===== config.mk =====
export PLATFORM = sky130hd
export DESIGN_NAME = inst_fetch_unit
export DESIGN_NICKNAME = d
export VERILOG_FILES = /design/src/rtl/cpu_pkg.sv /design/src/rtl/fetch_fifo.sv /design/src/rtl/inst_fetch_unit.sv
export SDC_FILE = /design/constraint.sdc
export NUM_CORES = 1
export LEC_CHECK = 0
export ABC_AREA = 1
export CORE_ASPECT_RATIO = 1.2
export CORE_MARGIN = 5
export CORE_UTILIZATION = 56
export DETAILED_ROUTE_END_ITERATION = 10
export PLACE_DENSITY_LB_ADDON = 0.15
export REMOVE_ABC_BUFFERS = 1
export SYNTH_ARGS = -nofsm -noshare
export SYNTH_HDL_FRONTEND = slang
export SYNTH_SLANG_ARGS = --single-unit

===== constraint.sdc =====
create_clock -name clk -period 3.2 [get_ports clk]
set_clock_uncertainty 0.15 [all_clocks]
set_input_delay 0.96 -clock clk [delete_from_list [all_inputs] [get_ports clk]]
set_output_delay 0.96 -clock clk [all_outputs]
set_load 0.01 [all_outputs]

===== src/rtl/cpu_pkg.sv =====
// Shared definitions for the core: fetch FSM state encoding and default
// instruction/address geometry.
package cpu_pkg;

    localparam int unsigned DEF_INST_WIDTH      = 32;
    localparam int unsigned DEF_INST_ADDR_WIDTH = 7;
    localparam int unsigned DEF_RESET_PC        = 0;

    localparam logic [1:0] ST_IDLE_ENC = 2'd0;
    localparam logic [1:0] ST_RUN_ENC  = 2'd1;
    localparam logic [1:0] ST_WAIT_ENC = 2'd2;
    localparam logic [1:0] ST_DROP_ENC = 2'd3;

    typedef enum logic [1:0] {
        StIdle = ST_IDLE_ENC,
        StRun  = ST_RUN_ENC,
        StWait = ST_WAIT_ENC,
        StDrop = ST_DROP_ENC
    } fetch_state_e;

endpackage


===== src/rtl/fetch_fifo.sv =====
// Synchronous FIFO with push/pop/flush; head entry is presented combinationally
// from the storage registers.
module fetch_fifo #(
    parameter int unsigned WIDTH = 39,
    parameter int unsigned DEPTH = 2
) (
    input  logic                       clk,
    input  logic                       rst_n,
    input  logic                       push,
    input  logic [WIDTH-1:0]           wdata,
    input  logic                       pop,
    input  logic                       flush,
    output logic [WIDTH-1:0]           rdata,
    output logic [$clog2(DEPTH):0]     count,
    output logic                       full,
    output logic                       empty
);

    localparam int unsigned PTR_W = $clog2(DEPTH);
    localparam int unsigned CNT_W = PTR_W + 1;

    logic [WIDTH-1:0] mem_q [DEPTH];
    logic [PTR_W-1:0] wr_ptr_q;
    logic [PTR_W-1:0] rd_ptr_q;
    logic [CNT_W-1:0] count_q;
    logic             push_en;
    logic             pop_en;

    always_comb begin
        full    = (count_q == CNT_W'(DEPTH));
        empty   = (count_q == '0);
        pop_en  = pop && !empty;
        // A pop frees the slot this cycle, so a full FIFO may still take a push.
        push_en = push && (!full || pop_en);
    end

    always_ff @(posedge clk or negedge rst_n) begin
        if (!rst_n) begin
            for (int unsigned i = 0; i < DEPTH; i++) begin
                mem_q[i] <= '0;
            end
            wr_ptr_q <= '0;
            rd_ptr_q <= '0;
            count_q  <= '0;
        end else if (flush) begin
            wr_ptr_q <= '0;
            rd_ptr_q <= '0;
            count_q  <= '0;
        end else begin
            if (push_en) begin
                mem_q[wr_ptr_q] <= wdata;
                wr_ptr_q        <= wr_ptr_q + PTR_W'(1);
            end
            if (pop_en) begin
                rd_ptr_q <= rd_ptr_q + PTR_W'(1);
            end
            count_q <= count_q + CNT_W'(push_en) - CNT_W'(pop_en);
        end
    end

    assign rdata = mem_q[rd_ptr_q];
    assign count = count_q;

endmodule


===== src/rtl/inst_fetch_unit.sv =====
// Instruction-fetch stage: owns the PC, issues one memory request at a time and
// buffers returned instructions for decode; redirects flush everything in flight.
module inst_fetch_unit
    import cpu_pkg::*;
#(
    parameter int unsigned INST_WIDTH      = DEF_INST_WIDTH,
    parameter int unsigned INST_ADDR_WIDTH = DEF_INST_ADDR_WIDTH,
    parameter int unsigned FIFO_DEPTH      = 2,
    parameter int unsigned RESET_PC        = DEF_RESET_PC
) (
    input  logic                       clk,
    input  logic                       rst_n,
    input  logic                       start,
    output logic                       inst_we_core2mem,
    output logic                       inst_request_core2mem,
    output logic [INST_ADDR_WIDTH-1:0] inst_addr_core2mem,
    input  logic                       inst_valid_mem2core,
    input  logic [INST_WIDTH-1:0]      inst_mem2core,
    input  logic                       redirect_valid,
    input  logic [INST_ADDR_WIDTH-1:0] redirect_pc,
    output logic                       if_valid,
    input  logic                       if_ready,
    output logic [INST_WIDTH-1:0]      if_inst,
    output logic [INST_ADDR_WIDTH-1:0] if_pc
);

    localparam int unsigned CNT_W = $clog2(FIFO_DEPTH) + 1;
    localparam logic [INST_ADDR_WIDTH-1:0] RST_PC  = INST_ADDR_WIDTH'(RESET_PC);
    localparam logic [INST_ADDR_WIDTH-1:0] PC_ONE  = INST_ADDR_WIDTH'(1);
    localparam logic [CNT_W-1:0]           DEPTH_C = CNT_W'(FIFO_DEPTH);

    fetch_state_e                       state_q;
    logic [INST_ADDR_WIDTH-1:0]         pc_q;
    logic [INST_ADDR_WIDTH-1:0]         addr_q;
    logic [INST_ADDR_WIDTH-1:0]         pc_inc;

    logic                               fifo_push;
    logic                               fifo_pop;
    logic                               fifo_flush;
    logic                               fifo_full;
    logic                               fifo_empty;
    logic [CNT_W-1:0]                   fifo_count;
    logic [CNT_W-1:0]                   count_after;
    logic [INST_WIDTH+INST_ADDR_WIDTH-1:0] fifo_rdata;

    always_comb begin
        pc_inc      = pc_q + PC_ONE;
        fifo_pop    = !fifo_empty && if_ready;
        fifo_flush  = redirect_valid;
        fifo_push   = (state_q == StWait) && inst_valid_mem2core && !redirect_valid;
        count_after = fifo_count + CNT_W'(fifo_push) - CNT_W'(fifo_pop);
    end

    always_ff @(posedge clk or negedge rst_n) begin
        if (!rst_n) begin
            state_q <= StIdle;
            pc_q    <= RST_PC;
            addr_q  <= RST_PC;
        end else begin
            unique case (state_q)
                StIdle: begin
                    if (redirect_valid) begin
                        pc_q <= redirect_pc;
                    end else if (start) begin
                        state_q <= StRun;
                    end
                end
                StRun: begin
                    if (redirect_valid) begin
                        pc_q <= redirect_pc;
                    end else if (!fifo_full) begin
                        state_q <= StWait;
                        addr_q  <= pc_q;
                    end
                end
                StWait: begin
                    if (redirect_valid) begin
                        pc_q    <= redirect_pc;
                        state_q <= inst_valid_mem2core ? StRun : StDrop;
                    end else if (inst_valid_mem2core) begin
                        pc_q <= pc_inc;
                        // Back-to-back request only if the post-push/pop FIFO has room.
                        if (count_after < DEPTH_C) begin
                            addr_q <= pc_inc;
                        end else begin
                            state_q <= StRun;
                        end
                    end
                end
                StDrop: begin
                    // Request stays up at addr_q until the stale response retires.
                    if (redirect_valid) begin
                        pc_q <= redirect_pc;
                    end
                    if (inst_valid_mem2core) begin
                        state_q <= StRun;
                    end
                end
                default: state_q <= StIdle;
            endcase
        end
    end

    fetch_fifo #(
        .WIDTH(INST_WIDTH + INST_ADDR_WIDTH),
        .DEPTH(FIFO_DEPTH)
    ) u_fetch_fifo (
        .clk   (clk),
        .rst_n (rst_n),
        .push  (fifo_push),
        .wdata ({inst_mem2core, pc_q}),
        .pop   (fifo_pop),
        .flush (fifo_flush),
        .rdata (fifo_rdata),
        .count (fifo_count),
        .full  (fifo_full),
        .empty (fifo_empty)
    );

    assign inst_we_core2mem      = 1'b0;
    assign inst_request_core2mem = (state_q == StWait) || (state_q == StDrop);
    assign inst_addr_core2mem    = addr_q;
    assign if_valid              = !fifo_empty;
    assign {if_inst, if_pc}      = fifo_rdata;

endmodule


==> run summary, run 1 <==
status: finished clean
initial core utilization: 57.8%
total CTS buffers: 9
final period utilization: 92.9%
CTS Sinks: 98
EDFF count, synth: 0
Max VDD drop: 0.428 mV
share of layout cells above drive strength 1: 5.32%
FF+latch count, synth: 98
Worst Hold End: inst_addr_core2mem[2]
wire per inst: 13.1 µm
die width: 93.7 µm
hold depth: 2
CP required: 2.09 ns
Max Fclk: 337 MHz
worst hold path type: register to register
Post-synth top flop: dfrtp_1
Post-Route WL: 10600 µm
drt first-iter violations: 241
H-tree levels: 3
Overflow after GRT: 0
leading cell type by number of instances after synthesis: nand2_1
Warnings, synthesis: 0
Post-CTS Hold Fix Bufs: 0
die area: 10400 µm²
Total Neg Setup Slack: 0 ns
Final Core Density: 73.1%
CP endpoint kind: output pin
Crit Path Class: register to output pin
vias in the first global route: 3957
Residual DRC: 0
Antenna Nets Post-Route: 0
Clock Latency Late Sink: 0.35 ns
sequential share of the synthesized area: 52.1%
fraction of registers with async set/reset: 100%
syn avg cell area: 7.80 µm²
WP buf/inv: 3
Worst R2R Start: state_q[0]
CP max-delay cell: clkdlybuf4s50_1
vias post-DR: 4074
Worst EP arrival: 1.86 ns
top cell type's share of synthesized area: 52.1%
endpoints failing setup: 0
first-pass GRT wire length: 18300 µm
number of max-cap violations: 0
largest cells by area after synthesis: dfrtp_1, nand2_1, o21ai_0
Post-Syn Area: 4710 µm²
CTS tree: yes
unrepaired setup endpoints after global routing: no
FILL cells: 683
Area Growth Syn to Fin: 26.5%
# IOs: 94
core footprint: 8150 µm²
synth cell count leaders: nand2_1, dfrtp_1, inv_1
FF/Latch Area: 2450 µm²
clock buffer depth: 2
Top cell by count, worst path: nand2_1
CP Depth: 5
critical path's top delay family: buffers and inverters
worst-path maximum fanout: 24
pin count of the biggest net entering global routing: 50
Power, Total: 4.68 mW
std cell rows: 36
CP startpoint kind: register
Max Slew Vio Count: 0
Cells after Synth: 604
DRT Pass-1 Iters: 4
Worst path max stage delay: 0.54 ns
FF-to-FF End: u_fetch_fifo.mem_q[15]
area of the multi-input gates: 1850 µm²
DP HPWL: 7460 µm
IO Port Bufs: 92
Synth area leader: dfrtp_1
vias per inst: 5.04
# diodes: 0
Die Y: 110 µm
R2R depth: 11
Tmin final: 2.97 ns
critical-path cell list: inv_1 > buf_4 > nand2_1 > nand2_1 > clkdlybuf4s50_1
power per cell area: 785 nW/µm²
Leak: 3.08 nW
Reg2Reg Setup Slack: 0.89 ns
Nets: 744
clock root buffer: clkbuf_8
post-synth cell types: 32
hold path startpoint: inst_addr_core2mem[2]
final hold violations: 0
initial antenna violation count: 0
GRT Total Usage: 21.7%
GPL Wtd Cong: 0.948
clk slew on worst S/H paths: 0.09 ns
-- power by group --
| group | internal, mW | switching, mW |
|---|---|---|
| Clock | 0.440 | 0.406 |
| Combinational | 0.981 | 1.04 |
| Sequential | 1.59 | 0.225 |
| Total | 3.01 | 1.67 |
-- kinds of logic (layout without fill, tap and decap cells) --
logic type | after synthesis | after routing | synth area share [%]
AO/OA/AOI/OAI | 100 | 100 | 11.0
XOR/XNOR | 4 | 4 | 0.744
adder cells (fa/ha/maj) | 9 | 9 | 2.39
buffers and inverters | 94 | 185 | 8.63
flip-flops | 98 | 98 | 52.1
other | 1 | 1 | 0.0796
AND/OR/NAND/NOR | 298 | 298 | 25.1
-- through the flow --
step                hold slack (ns)  instance area (µm²)  setup slack (ns)  std cells
finish                        0.338                 5960             0.228        809
global route                  0.364                 5960            0.0747        809
CTS                           0.343                 5940            0.0942        807
detailed placement            0.319                 5730             0.318        791
global placement              0.313                 5730             0.364        791
floorplan                     0.303                 4550             0.350        574
-- worst register-to-register path, delay by kind of cell (launching register included) --
kind / cells / cell delay [ns]
AOI/OAI and AO/OA: 1 / 0.08
adders and majority gates: 1 / 0.22
buffers and inverters: 4 / 0.68
DFF: 1 / 0.43
and+or+nand+nor: 5 / 0.64
-- layer usage --
layer  vias to the layer above  GRT usage [%]  share of wire [%]
li1                       2051              -                  -
met1                      1896           28.5                 44
met2                       116           35.5                 49
met3                        11           5.31                5.6
met4                         0           5.88                1.2
met5                         -              0                  0
-- state kept, by name, indices dropped and copies added (netlist names) --
name                   cells
u_fetch_fifo.count         2
u_fetch_fifo.wr_ptr_q      1
inst_addr_core2mem         7
u_fetch_fifo.mem_q        78
pc_q                       7
state_q                    2
u_fetch_fifo.rd_ptr_q      1
-- worst max-delay path by stage --
stage                                startpoint                    end  slack (ns)
after floorplan           u_fetch_fifo.rd_ptr_q             if_inst[0]        0.35
after global placement                 if_ready  inst_addr_core2mem[5]        0.36
after detailed placement               if_ready  inst_addr_core2mem[3]        0.32
after CTS                            state_q[0]  inst_request_core2mem        0.09
after global routing      u_fetch_fifo.rd_ptr_q             if_inst[0]        0.07
final                     u_fetch_fifo.rd_ptr_q            if_inst[20]        0.23
-- cells in the final DEF (no fill, tap or decap), drive strengths merged --
cell           instances
xor2                   2
buf                   14
clkinvlp               1
o21bai                 2
bufinv                 2
o211ai                 1
dfrtp                 98
nand3b                 1
nand4                  1
a21oi                  4
nand3                 21
o22ai                  4
o21ai                 86
clkinv                 3
nor3                   2
xnor2                  2
ha                     9
conb                   1
a21boi                 1
nor2                  10
o21a                   1
inv                   63
a31oi                  1
nand2                263
clkbuf                11
clkdlybuf4s50         91
-- what timing repair did --
item | in CTS | in global routing
endpoints found under the setup margin | 0 | 1
resized for setup | 0 | 1
hold endpoints to repair | 0 | 0
setup buffers | 0 | 2
-- area by class of cell --
class,count,share of cell area [%]
multi-input cells,412,31.1
well taps,114,2.39
clock buffers,11,2.21
repair buffers,105,17.7
inverters,64,4.14
flip-flops and latches,98,41.2
clock inverters,5,1.32
(Power assumes the default switching activity.)
==> run 2, diff against run 1 <==
Settings changed: ABC_CLOCK_PERIOD_IN_PS from default to 3200, GPL_ROUTABILITY_DRIVEN from default to 0.
==> results of run 2 <==
Same layout as run 1: the final DEF is identical, and so are final timing and power.
